==> src/rtl/ipsxe_floating_point_one_loc_pipe_v1_0_if.sv <==
// Operand/result bundle for the pipelined one-locator.
// The master drives the sample side; the slave (the locator) drives the results.
interface ipsxe_floating_point_one_loc_pipe_v1_0_if #(
    parameter int WIDTH = 16
);
    localparam int LOG2W = $clog2(WIDTH);

    logic             i_valid;
    logic             i_mode;
    logic [WIDTH-1:0] i_data;
    logic             o_valid;
    logic [LOG2W-1:0] o_one_location;
    logic             o_zero;
    logic [WIDTH-1:0] o_norm_data;

    modport master (
        output i_valid, i_mode, i_data,
        input  o_valid, o_one_location, o_zero, o_norm_data
    );

    modport slave (
        input  i_valid, i_mode, i_data,
        output o_valid, o_one_location, o_zero, o_norm_data
    );
endinterface

==> src/rtl/ipsxe_floating_point_one_loc_pipe_v1_0.sv <==
// Pipelined leading/trailing-one locator with normaliser.
// A LOG2W-level binary search tree, registered every LEVELS_PER_STAGE levels,
// followed by one normalise register. The bus interface WIDTH must match WIDTH here.
module ipsxe_floating_point_one_loc_pipe_v1_0 #(
    parameter int WIDTH            = 16,
    parameter int LEVELS_PER_STAGE = 2
) (
    input  logic i_clk,
    input  logic i_rst_n,
    input  logic i_aclken,
    ipsxe_floating_point_one_loc_pipe_v1_0_if.slave bus
);
    localparam int LOG2W    = $clog2(WIDTH);
    localparam int N_STAGES = (LOG2W + LEVELS_PER_STAGE - 1) / LEVELS_PER_STAGE;
    localparam int LAT      = N_STAGES + 1;

    // Everything that travels down the search pipeline with one sample.
    typedef struct packed {
        logic [LOG2W-1:0] loc;   // location bits resolved so far (MSB first)
        logic [WIDTH-1:0] win;   // remaining search window, LSB-aligned
        logic [WIDTH-1:0] data;  // original, un-reversed operand
        logic             mode;  // 0 = leading one, 1 = trailing one
    } stage_t;

    stage_t entry;

    // Trailing-one search is a leading-one search on the bit-reversed word.
    // NOTE: always_comb uses blocking '=' and assigns every output first, so no latch is inferred.
    always_comb begin
        entry      = '0;
        entry.data = bus.i_data;
        entry.mode = bus.i_mode;
        for (int i = 0; i < WIDTH; i++) begin
            entry.win[i] = bus.i_mode ? bus.i_data[WIDTH-1-i] : bus.i_data[i];
        end
    end

    for (genvar s = 0; s < N_STAGES; s++) begin : g_stage
        localparam int K_HI = LOG2W - 1 - s * LEVELS_PER_STAGE;
        localparam int K_LO = (K_HI - LEVELS_PER_STAGE + 1 > 0) ? K_HI - LEVELS_PER_STAGE + 1 : 0;

        stage_t           cur;
        stage_t           nxt;
        stage_t           q;
        logic [WIDTH-1:0] mask;
        logic [WIDTH-1:0] upper;

        if (s == 0) begin : g_first
            assign cur = entry;
        end else begin : g_next
            assign cur = g_stage[s-1].q;
        end

        // Tree levels K_HI..K_LO: location bit = OR of upper half; keep the half holding the one.
        always_comb begin
            nxt   = cur;
            mask  = '0;
            upper = '0;
            for (int k = K_HI; k >= K_LO; k--) begin
                mask       = ~({WIDTH{1'b1}} << (1 << k));
                upper      = (nxt.win >> (1 << k)) & mask;
                nxt.loc[k] = |upper;
                nxt.win    = (|upper) ? upper : (nxt.win & mask);
            end
        end

        // Stage register; loads on every enabled cycle regardless of valid.
        // NOTE: pipeline state is registered with non-blocking '<=' and fully reset so a
        // reset discards every in-flight sample rather than leaving stale data behind.
        always_ff @(posedge i_clk or negedge i_rst_n) begin
            if (!i_rst_n) begin
                q <= '0;
            end else if (i_aclken) begin
                q <= nxt;
            end
        end
    end

    stage_t           last;
    logic             search_zero;
    logic [LOG2W-1:0] loc_fix;
    logic [WIDTH-1:0] norm_fix;
    logic [LAT-1:0]   vld_q;
    logic [LOG2W-1:0] loc_q;
    logic             zero_q;
    logic [WIDTH-1:0] norm_q;

    assign last = g_stage[N_STAGES-1].q;

    // Location fix-up and shift. With WIDTH a power of two, WIDTH-1-j is just ~j, so the
    // reversed-word index maps back to the original index (and the left-shift amount)
    // by inversion alone.
    always_comb begin
        search_zero = ~(|last.win) & ~(|last.loc);
        loc_fix     = last.mode ? ~last.loc : last.loc;
        norm_fix    = last.mode ? (last.data >> loc_fix) : (last.data << ~loc_fix);
        if (search_zero) begin
            loc_fix  = '0;
            norm_fix = '0;
        end
    end

    // Normalise register and LAT-deep valid shift, frozen together by the clock enable.
    always_ff @(posedge i_clk or negedge i_rst_n) begin
        if (!i_rst_n) begin
            vld_q  <= '0;
            loc_q  <= '0;
            zero_q <= 1'b0;
            norm_q <= '0;
        end else if (i_aclken) begin
            vld_q  <= {vld_q[LAT-2:0], bus.i_valid};
            loc_q  <= loc_fix;
            zero_q <= search_zero;
            norm_q <= norm_fix;
        end
    end

    assign bus.o_valid        = vld_q[LAT-1];
    assign bus.o_one_location = loc_q;
    assign bus.o_zero         = zero_q;
    assign bus.o_norm_data    = norm_q;
endmodule

==> src/flat_wrapper.sv <==
// flat-port wrapper written by rule: the top's interface ports become plain ports
module ipsxe_floating_point_one_loc_pipe_v1_0_flat 
#(
    parameter int WIDTH            = 16,
    parameter int LEVELS_PER_STAGE = 2
)
  (i_clk, i_rst_n, i_aclken, bus_i_valid, bus_i_mode, bus_i_data, bus_o_valid, bus_o_one_location, bus_o_zero, bus_o_norm_data);
  ipsxe_floating_point_one_loc_pipe_v1_0_if #(.WIDTH(WIDTH)) bus_i ();
  input  logic i_clk;
  input  logic i_rst_n;
  input  logic i_aclken;
  input wire logic [$bits(bus_i.i_valid)-1:0] bus_i_valid;
  input wire logic [$bits(bus_i.i_mode)-1:0] bus_i_mode;
  input wire logic [$bits(bus_i.i_data)-1:0] bus_i_data;
  output wire logic [$bits(bus_i.o_valid)-1:0] bus_o_valid;
  output wire logic [$bits(bus_i.o_one_location)-1:0] bus_o_one_location;
  output wire logic [$bits(bus_i.o_zero)-1:0] bus_o_zero;
  output wire logic [$bits(bus_i.o_norm_data)-1:0] bus_o_norm_data;
  assign bus_i.i_valid = bus_i_valid;
  assign bus_i.i_mode = bus_i_mode;
  assign bus_i.i_data = bus_i_data;
  assign bus_o_valid = bus_i.o_valid;
  assign bus_o_one_location = bus_i.o_one_location;
  assign bus_o_zero = bus_i.o_zero;
  assign bus_o_norm_data = bus_i.o_norm_data;
  ipsxe_floating_point_one_loc_pipe_v1_0 #(.WIDTH(WIDTH), .LEVELS_PER_STAGE(LEVELS_PER_STAGE)) u_core (.i_clk(i_clk), .i_rst_n(i_rst_n), .i_aclken(i_aclken), .bus(bus_i));
endmodule
==> config.mk <==
export PLATFORM = sky130hd
export DESIGN_NAME = ipsxe_floating_point_one_loc_pipe_v1_0_flat
export DESIGN_NICKNAME = d
export VERILOG_FILES = /design/src/rtl/ipsxe_floating_point_one_loc_pipe_v1_0_if.sv /design/src/rtl/ipsxe_floating_point_one_loc_pipe_v1_0.sv /design/src/flat_wrapper.sv
export SDC_FILE = /design/constraint.sdc
export NUM_CORES = 1
export LEC_CHECK = 0
export ABC_CLOCK_PERIOD_IN_PS = 4700
export CAP_MARGIN = 5
export CORE_ASPECT_RATIO = 0.6
export CORE_MARGIN = 3
export CORE_UTILIZATION = 35
export CTS_CLUSTER_DIAMETER = 50
export DETAILED_ROUTE_END_ITERATION = 6
export GPL_TIMING_DRIVEN = 0
export HOLD_SLACK_MARGIN = 0.05
export PLACE_DENSITY_LB_ADDON = 0.25
export SLEW_MARGIN = 20
export SYNTH_ARGS = -nofsm -noshare
export SYNTH_HDL_FRONTEND = slang
export SYNTH_SLANG_ARGS = --single-unit
==> constraint.sdc <==
create_clock -name i_clk -period 4.7 [get_ports i_clk]
set_clock_uncertainty 0.05 [all_clocks]
set_input_delay 0.705 -clock i_clk [delete_from_list [all_inputs] [get_ports i_clk]]
set_output_delay 0.705 -clock i_clk [all_outputs]
set_load 0.02 [all_outputs]
==> out/results.txt <==
Chip Height = 96.1 um
Floorplan die area = 0.0150 sq mm
First-pass iteration count of the detailed router = 6
Buffers from clock root to sink, at most = 2
Number of port buffers = 40
Fraction of the cycle the final worst path needs = 65.0%
Status = finished clean
Number of global-route vias before repair = 4182
Share of async-settable or async-resettable flops after synthesis = 100%
Clk sinks = 69
Total via count after detailed routing = 4499
Power per standard cell area = 415 mW/mm^2
Synthesized area divided by synthesized cell count = 9.60 sq um
Critical Path Slowest Stage Cell = nor4_1
Actual transition at the worst max-transition pin = 1.04 ns
Clock transition at the registers of the reported paths = 0.06 ns
Time the final worst path needs with I/O delays and setup = 3.05 ns
Highest layer used for signal routing = met4
Number of max-cap violations = 0
Area share of xor/xnor cells in the synthesized design = 0.767%
TritonCTS clock tree = built
Hold WC Path Type = in2async
Count of nets left with antenna violations after detail routing = 0
Number of cell rows = 32
Capture point of the worst reg-to-reg path = u_core.bus.o_norm_data[5]
Max-slew violation count = 0
Worst skew pair latency = 0.34 ns
Worst path setup slack after routing = 1.65 ns
Largest family of logic cells by synthesized area = multiplexers
Antenna cell count = 0
Routed length on met2 = 6240 um
Total of endpoints with negative setup slack in the final report = 0
Post-synthesis cell count = 493
Via density per instance = 6.26
Highest clock rate = 328 MHz
Top flip-flop cell by instance count after synthesis = dfrtp_1
Num CTS Buffers = 9
Count of synthesis-stage warnings from yosys = 0
Fraction of the mapped netlist area in compound gates = 19.5%
Resized Gates After CTS = 0
Depth of the worst register-to-register path = 7
Pre-CTS setup slack = 1.37 ns
Synthesized flop and latch total = 69
Crit Path Category = in2reg
Initial core utilization = 36.4%
Max_slew headroom = 30.3%
Area share of fa/ha/maj cells after synthesis = 0%
Root Driver = clkbuf_16
RD Place Congestion = 1.03
Global-route wire length before repair = 25700 um
Final core utilization = 43.5%
Final total power = 2.35 mW
Proportion of synthesized area in mux cells = 22.4%
Maximum number of pins on one net before global-route repair = 44
R2R Path Start = u_core.g_stage[1].q[35]
CTS H-Tree Depth = 3
Setup TNS Final = 0 ns
Number of ports placed on the die boundary = 43
Smallest hold slack = 0.234 ns
Largest vdd supply drop = 0.177 mV
Worst path arrival time = 3.26 ns
Layout Nets = 566
Area growth syn-to-layout = 19.6%
Setup slack, reg-to-reg = 1.66 ns
Routed length per placed instance = 23.6 um
Largest fanout on the critical path = 6
Iteration-0 DRC count of the detailed router = 733
Static leakage power = 2.24 nW
Fraction of layout instances using a drive strength above 1 = 21.5%
Detailed-routing wirelength on met1 = 8150 um
Cell-by-cell trace of the critical path = clkdlybuf4s50_1, nor4_1, nand2_1, o21ai_0, a221oi_1, nor2_1
RSZ-0062 raised after global routing = no
Total routing usage reported by global routing = 22.9%
Hold buffers post-CTS = 0
Final-report hold violation count = 0
Simple-gate share of the synthesized area = 14.3%
Startpoint type of the worst setup path = input port
Number of filler instances in the final layout = 1283
Total Wirelength = 17000 um
Cell class contributing the biggest share of worst-path delay = simple AND/OR/NAND/NOR gates
Number of buffers added for setup after CTS = 0
Proportion of synthesized chip area in sequential cells = 36.5%
Cell variety after synth = 60
Number of enable flip-flop cells after synthesis = 0
Synthesized cell area = 0.00473 sq mm
Number of remaining DRC errors = 0
Number of antenna violations at the first check in global routing = 0
Crit path largest cell delay = 0.89 ns
WP data required = 4.91 ns
Buffers & Inverters on Critical Path = 1
Detail Route met3 WL = 2410 um
Critical Path End Type = register
Total gr overflow = 0
Syn nets = 514
Final HPWL DP = 13000 um
Core box area = 0.0130 sq mm
Die width = 156 um
through the flow:
| stage | cells | cell area [sq um] |
|---|---|---|
| after floorplan | 493 | 4730 |
| after global placement | 703 | 5350 |
| after detailed placement | 704 | 5360 |
| after CTS | 719 | 5660 |
| after global routing | 719 | 5660 |
| final | 719 | 5660 |
cells by family after synthesis:
logic type | after synthesis
muxes | 89
xor gates and xnor gates | 2
AOI/OAI and AO/OA | 133
DFF | 69
buffers and inverters | 63
and+or+nand+nor | 137
cells in the final DEF, fill, tap and decap left out, types with 8 or more instances in the layout:
cell	instances
a21oi_1	18
a31oi_1	17
buf_1	8
buf_2	13
clkbuf_1	14
clkbuf_16	9
clkdlybuf4s50_1	39
dfrtp_1	69
inv_1	19
mux2_2	61
mux2i_1	20
nand2_1	30
nand2b_1	9
nand3_1	12
nor2_1	37
nor2b_1	10
nor3_1	11
o21ai_0	23
o22ai_1	19
o32ai_1	8
registers in the layout, summed over array words and instances (netlist names):
name and flops:
u_core.bus.o_one_location 4, u_core.bus.o_norm_data 16, u_core.g_stage.q 45, u_core.vld_q 3, u_core.bus.o_zero 1
how the worst max path moves through the flow:
stage / depth (start not counted) / endpoint / slack (ns) / startpoint
2_1_floorplan: 5 / u_core.g_stage[0].q[17] / 2.58 / bus_i_data[8]
3_3_place_gp: 1 / u_core.vld_q[1] / 0.56 / i_rst_n
3_5_place_dp: 6 / u_core.g_stage[0].q[19] / 1.37 / bus_i_data[10]
4_1_cts: 6 / u_core.g_stage[0].q[19] / 1.75 / bus_i_data[10]
5_1_grt: 6 / u_core.g_stage[0].q[19] / 1.53 / bus_i_data[10]
6_report: 6 / u_core.g_stage[0].q[19] / 1.65 / bus_i_data[10]
layout make-up:
cell class                      count  area (sq um)  share of cell area, %
Clock inverter                      5          60.1                   1.06
Inverter                           19          71.3                   1.26
Multi-Input combinational cell    361          2700                   47.6
Timing Repair Buffer               41           418                   7.38
Buffer                             44           239                   4.22
Sequential cell                    69          1730                   30.5
Tap cell                          170           213                   3.76
Clock buffer                       10           239                   4.22
layer usage:
metal | track usage, % | vias to the layer above
li1 | - | 1968
met1 | 35.2 | 2218
met2 | 28.7 | 288
met3 | 10.7 | 25
met4 | 3.35 | 0
met5 | 0 | -
cells in the mapped netlist (5+ instances only):
cell      number  share of area, %
dfrtp_1       69                36
mux2_2        61                15
nor2_1        37               2.9
nand2_1       30               2.4
o21ai_0       23               2.4
mux2i_1       20               4.2
inv_1         19               1.5
o22ai_1       19               2.5
a21oi_1       18               1.9
a31oi_1       17               2.2
clkbuf_1      14               1.1
buf_2         13               1.4
nand3_1       12               1.3
nor3_1        11               1.2
nor2b_1       10               1.3
nand2b_1       9               1.2
buf_1          8              0.63
o32ai_1        8               1.5
mux4_2         7               3.3
nor4_1         7              0.93
a211oi_1       5              0.79
a221oi_1       5              0.93
a311oi_1       5              0.93
buf_6          5               1.2
o31ai_1        5              0.79
where the power goes:
group	switching [mW]	internal (mW)
clock network	0.273	0.424
logic	0.520	0.374
registers	0.0732	0.683
(Power assumes the default switching activity.)
